$ cat src/rtl/cpu_pkg.sv
// rtl/cpu_pkg.sv - shared core constants and register-file sizing helpers
package cpu_pkg;

    localparam int CPU_XLEN     = 32;
    localparam int CPU_NREGS    = 32;
    localparam int CPU_ILEN     = 32;
    localparam logic [31:0] CPU_RESET_PC = 32'h0000_0000;

    typedef logic [CPU_XLEN-1:0] word_t;

    // Address width for a power-of-two register count (n >= 2).
    function automatic int reg_aw(input int n);
        int w;
        w = 0;
        while ((1 << w) < n) begin
            w = w + 1;
        end
        return w;
    endfunction

endpackage

$ cat src/rtl/regfile_scoreboard.sv
// rtl/regfile_scoreboard.sv - per-register pending bits with set-over-clear priority
module regfile_scoreboard
    import cpu_pkg::*;
#(
    parameter int NREGS = CPU_NREGS,
    parameter int NRD   = 2,
    parameter int NWR   = 2,
    parameter int AW    = reg_aw(NREGS)
) (
    input  logic                    clk,
    input  logic                    rst,
    input  logic [NWR-1:0]          we,
    input  logic [NWR-1:0][AW-1:0]  waddr,
    input  logic                    sb_set,
    input  logic [AW-1:0]           sb_addr,
    input  logic [NRD-1:0][AW-1:0]  raddr,
    output logic [NRD-1:0]          rbusy
);

    logic [NREGS-1:0] r_pending;
    logic [NRD-1:0]   w_wr_hit;

    // A newly issued producer outranks a write retiring the previous one.
    always_ff @(posedge clk) begin
        if (rst) begin
            r_pending <= '0;
        end else begin
            for (int i = 0; i < NWR; i++) begin
                if (we[i] && (waddr[i] != '0)) begin
                    r_pending[waddr[i]] <= 1'b0;
                end
            end
            if (sb_set && (sb_addr != '0)) begin
                r_pending[sb_addr] <= 1'b1;
            end
        end
    end

    always_comb begin
        w_wr_hit = '0;
        rbusy    = '0;
        for (int j = 0; j < NRD; j++) begin
            for (int i = 0; i < NWR; i++) begin
                if (we[i] && (waddr[i] == raddr[j])) begin
                    w_wr_hit[j] = 1'b1;
                end
            end
            rbusy[j] = !rst && (raddr[j] != '0) && r_pending[raddr[j]] && !w_wr_hit[j];
        end
    end

endmodule

$ cat src/rtl/regfile_mp.sv
// rtl/regfile_mp.sv - multi-port flip-flop register file with write bypass and scoreboard
module regfile_mp
    import cpu_pkg::*;
#(
    parameter int XLEN  = CPU_XLEN,
    parameter int NREGS = CPU_NREGS,
    parameter int NRD   = 2,
    parameter int NWR   = 2,
    localparam int AW   = reg_aw(NREGS)
) (
    input  logic                     clk,
    input  logic                     rst,
    input  logic [NWR-1:0]           we,
    input  logic [NWR-1:0][AW-1:0]   waddr,
    input  logic [NWR-1:0][XLEN-1:0] wdata,
    input  logic [NRD-1:0][AW-1:0]   raddr,
    output logic [NRD-1:0][XLEN-1:0] rdata,
    input  logic                     sb_set,
    input  logic [AW-1:0]            sb_addr,
    output logic [NRD-1:0]           rbusy
);

    logic [XLEN-1:0] r_regs [NREGS];

    // Loop order makes the highest-numbered write port win on address collisions.
    always_ff @(posedge clk) begin
        if (rst) begin
            for (int k = 0; k < NREGS; k++) begin
                r_regs[k] <= '0;
            end
        end else begin
            for (int i = 0; i < NWR; i++) begin
                if (we[i] && (waddr[i] != '0)) begin
                    r_regs[waddr[i]] <= wdata[i];
                end
            end
        end
    end

    always_comb begin
        rdata = '0;
        for (int j = 0; j < NRD; j++) begin
            if (raddr[j] != '0) begin
                rdata[j] = r_regs[raddr[j]];
                for (int i = 0; i < NWR; i++) begin
                    if (we[i] && (waddr[i] == raddr[j])) begin
                        rdata[j] = wdata[i];
                    end
                end
            end
        end
    end

    regfile_scoreboard #(
        .NREGS (NREGS),
        .NRD   (NRD),
        .NWR   (NWR),
        .AW    (AW)
    ) u_scoreboard (
        .clk     (clk),
        .rst     (rst),
        .we      (we),
        .waddr   (waddr),
        .sb_set  (sb_set),
        .sb_addr (sb_addr),
        .raddr   (raddr),
        .rbusy   (rbusy)
    );

endmodule
$ cat config.mk
export PLATFORM = sky130hd
export DESIGN_NAME = regfile_mp
export DESIGN_NICKNAME = d
export VERILOG_FILES = /design/src/rtl/cpu_pkg.sv /design/src/rtl/regfile_scoreboard.sv /design/src/rtl/regfile_mp.sv
export SDC_FILE = /design/constraint.sdc
export NUM_CORES = 2
export LEC_CHECK = 0
export CORE_MARGIN = 4
export CORE_UTILIZATION = 30
export DETAILED_ROUTE_END_ITERATION = 8
export SKIP_LAST_GASP = 1
export SLEW_MARGIN = 20
export SYNTH_ARGS = -nofsm -noshare
export SYNTH_HDL_FRONTEND = slang
export SYNTH_SLANG_ARGS = --single-unit
export TNS_END_PERCENT = 20
$ cat constraint.sdc
create_clock -name clk -period 7.3 [get_ports clk]
set_input_delay 0.73 -clock clk [delete_from_list [all_inputs] [get_ports clk]]
set_output_delay 0.73 -clock clk [all_outputs]
set_load 0.02 [all_outputs]
==> run summary <==
The run finished with clean final reports. Cell leakage power: 0.02191 µW. Cell type contributing the most total cell area after synthesis: sky130_fd_sc_hd__edfxtp_1.

Initial antenna violation count: 11. The startpoint identified for the worst register-to-register timing path is u_scoreboard.r_pending[23]. The run gives 0 as the post-CTS setup buffer count. After clock tree synthesis, the clock-pin slew on the worst setup and hold paths is 0.06 ns. The total power after layout is 15180 µW. After layout, the minimum clock period comes to 5.729 ns. Setup repair after global routing left no endpoint under its margin. The total cell area at the placement stage came out at 65030 µm².

Setup violations remaining at the end of the flow were counted as 0. For the number of nets in the layout, the log shows 3976. Port buffering added 159 buffers.

Via count of the first global-routing pass: 44530. Register-to-register setup slack: 6.65 ns. Tracing the worst setup path back leads to its startpoint at waddr[6]. For this run, the total global-route usage over all layers was measured as 23.48%.

The total area of multi-input combinational cells is 26700 µm², and the last weighted congestion value of the routability-driven placer is 0.8884. The path class of the tightest hold or removal check is register to register. For this design, the CTS-stage hold fixing added 0 buffers. For this run, the slowest stage of the critical path takes 0.90 ns.

The worst-case IR drop observed on VDD is 0.2051 mV. The overall via count from detail_route was 44480; the maximum number of pins on one net before global-route repair was 120. The category of the most critical setup path is input port to primary output. The final hold violation count was 0; the headroom to the max-slew limit was 26.19%. The tools report the nature of the critical path startpoint as an input port. The count of fill cells added during filler insertion was 18990; the worst endpoint required time was 6.57 ns.

The number of top-level design ports came out at 160. The endpoint identified for the worst register-to-register timing path is u_scoreboard.r_pending[23]. Summing the sequential cell areas from Yosys gives 51.68% of the chip area. The clock sink count is 1056, and the number of max-slew violations in the final report is 0. In the synthesized netlist the dominant register cell turns out to be sky130_fd_sc_hd__edfxtp_1.

The most critical setup path has its endpoint at rdata[25]. The tools report the aggregate negative setup slack as 0 ns. After synthesis, the share of flip-flops with an asynchronous set or reset is 0%. After clock tree synthesis, the repair step resized 0 gates.

Once the floorplan was initialized, standard cells occupied 30.30% of the core. Placed wire-length estimate after detailed placement: 147.9 mm. The proportion of netlist area held by the largest area contributor is 50.62%. The core footprint is 200500 µm², and the number of cells on the worst reg-to-reg path is 2. The total overflow left after global routing is 0.

The highest fanout seen on the critical path was 16; the standard-cell row count was 164. Counting every instance in the synthesized netlist gives 4033. The root buffer cell chosen for the clock tree is sky130_fd_sc_hd__clkbuf_16.

The horizontal die dimension came out at 458.0 µm. The area growth from synthesis to layout is 12.84%. Ranked by total cell area, the synthesized netlist is headed by sky130_fd_sc_hd__edfxtp_1 51%, sky130_fd_sc_hd__mux4_2 22%, sky130_fd_sc_hd__a22o_1 14%.

Across the run, the number of max-cap violations was 0. The number of distinct library cells after synthesis is 57. The floorplan step defined a die boundary enclosing 209700 µm². After routing the design area is 68540 µm². Among all stages on the critical path, the largest delay is contributed by sky130_fd_sc_hd__clkdlybuf4s50_1. The run gives 0 as the number of routed nets with antenna violations. The maximum number of buffers from clock root to sink came out at 3. After detailed routing, the total wire length is 254.3 mm. The run gives 0.4820 ns as the final-layout worst hold slack. Using the TritonRoute via totals, the vias-per-cell ratio works out to 6.700. The detailed-route DRC error count was 0. The routed wirelength normalized by instance count was 38.30 µm. Static timing analysis puts the maximum clock frequency at 174.6 MHz. For this run, the detailed router's first-pass iteration total came to 6. The later pin in the worst-skew pair is clocked with a latency of 0.72 ns. The height of the die is 458.0 µm. The H-tree generated during clock tree synthesis spans 3 levels.

The tools report the endpoint type of the worst setup path as a primary output. Of the available clock period, the critical path in the final layout requires 78.47%. The average size of a mapped cell was 15.06 µm²; the number of buffers created by CTS was 110. TritonCTS built the clock tree.

The wire length of the first global-routing pass is 350.4 mm. For the pin with the worst max-slew slack, the measured transition is 1.107 ns. The synthesis-stage register bit count is 1056. On the final layout, the worst clock skew is 0 ns. The commonest cells after synthesis are 1024 x sky130_fd_sc_hd__edfxtp_1, 992 x sky130_fd_sc_hd__a22o_1, 587 x sky130_fd_sc_hd__mux4_2. The signal on the critical path passes through clkdlybuf4s50_1 > xnor2_1 > nand4_1 > o22ai_1 > nand2b_2 > buf_4 > a2111oi_0 > a221o_1 > clkdlybuf4s50_1.

Cells with a size suffix above 1 make up 27.11% of the layout. Data on the critical path arrives at its endpoint at 5.00 ns. OpenSTA, run right after detailed placement, puts the worst setup slack at 1.723 ns. After synthesis the cells add up to 60740 µm².

In this run, the number of DRC markers left after iteration 0 of detailed routing was 7257. In this run, synthesis inferred 1024 flip-flops with an integrated enable. The cell area power density was 221.4 nW/µm². The dominant cell by count in the synthesized netlist is sky130_fd_sc_hd__edfxtp_1. The worst-case setup margin in the final layout is 1.572 ns. The Yosys warning count is 0, and the register cell area after layout is 31390 µm².

The most used cell along the critical path is sky130_fd_sc_hd__clkdlybuf4s50_1.
-- logic make-up after synthesis --
kind of cell | Yosys count | share of synthesized area, %
AOI/OAI and AO/OA | 1287 | 17.99
DFF | 1056 | 51.68
buffers and inverters | 754 | 5.353
muxes | 610 | 22.15
and+or+nand+nor | 305 | 2.538
xor gates and xnor gates | 20 | 0.2884
other | 1 | 0.006173
-- cells in the final DEF (no fill, tap or decap), drive strengths merged, types with 4 or more instances in the layout --
master,count
a22oi,5
nand3,19
nand2b,10
o22ai,134
clkbuf,136
o21ai,18
clkinv,114
nand4b,4
a2111oi,61
clkdlybuf4s50,146
a22o,992
xnor2,8
or3b,4
dfxtp,32
nor2,102
nor2b,9
mux2i,20
nand4,4
or3,32
a21oi,4
nor3b,4
edfxtp,1024
conb,32
or2,9
xor2,12
nor4,10
mux4,587
inv,35
diode,9
buf,222
nand2,37
nor3,44
bufinv,8
nand3b,12
a221o,60
-- state kept, by name (all words and copies together), names as in the netlist --
signal and count:
u_scoreboard.r_pending 32, r_regs 1024
-- worst min path at each step --
stage / depth (start not counted) / slack (ns) / endpoint / start
after floorplan: 2 / 0.44 / u_scoreboard.r_pending[16] / u_scoreboard.r_pending[16]
after global placement: 2 / 0.45 / u_scoreboard.r_pending[16] / u_scoreboard.r_pending[16]
after detailed placement: 2 / 0.47 / u_scoreboard.r_pending[16] / u_scoreboard.r_pending[16]
after CTS: 2 / 0.48 / u_scoreboard.r_pending[16] / u_scoreboard.r_pending[16]
after global routing: 2 / 0.49 / u_scoreboard.r_pending[7] / u_scoreboard.r_pending[7]
final: 2 / 0.48 / u_scoreboard.r_pending[16] / u_scoreboard.r_pending[16]
-- per-layer routing --
| layer | global-route usage, % | vias to the layer above | part of all wire (%) |
|---|---|---|---|
| li1 | - | 16850 | - |
| met1 | 27.76 | 22920 | 33 |
| met2 | 37.70 | 3731 | 47 |
| met3 | 5.879 | 972 | 12 |
| met4 | 16.08 | 6 | 8.0 |
| met5 | 0.09185 | - | 0.016 |
-- worst max-delay path: cells and delay by family --
family,cells,cell delay [ns]
XOR/XNOR,1,0.18
AO/OA/AOI/OAI,3,1.11
AND/OR/NAND/NOR,2,1.04
buffers and inverters,3,1.92
-- final cells by class --
class,count,area share (%)
Timing Repair Buffer,368,4.768
Tap cell,2656,4.848
Antenna cell,9,0.03286
Clock buffer,136,4.251
Inverter,92,0.5038
Multi-Input combinational cell,2254,38.96
Sequential cell,1056,45.80
Clock inverter,67,0.8415
-- report_power, final --
part | leakage, µW | switching (µW) | internal [µW]
Sequential | 0.0101 | 176 | 7030
Combinational | 0.0101 | 1390 | 954
Clock | 0.00171 | 2520 | 3110
-- metrics by stage --
stage,util [%],std cells
floorplan,-,4064
global placement,32.42,6424
detailed placement,32.44,6426
CTS,34.18,6629
global route,34.18,6631
finish,34.19,6638
Note: power is estimated with default switching activity, not from simulation.
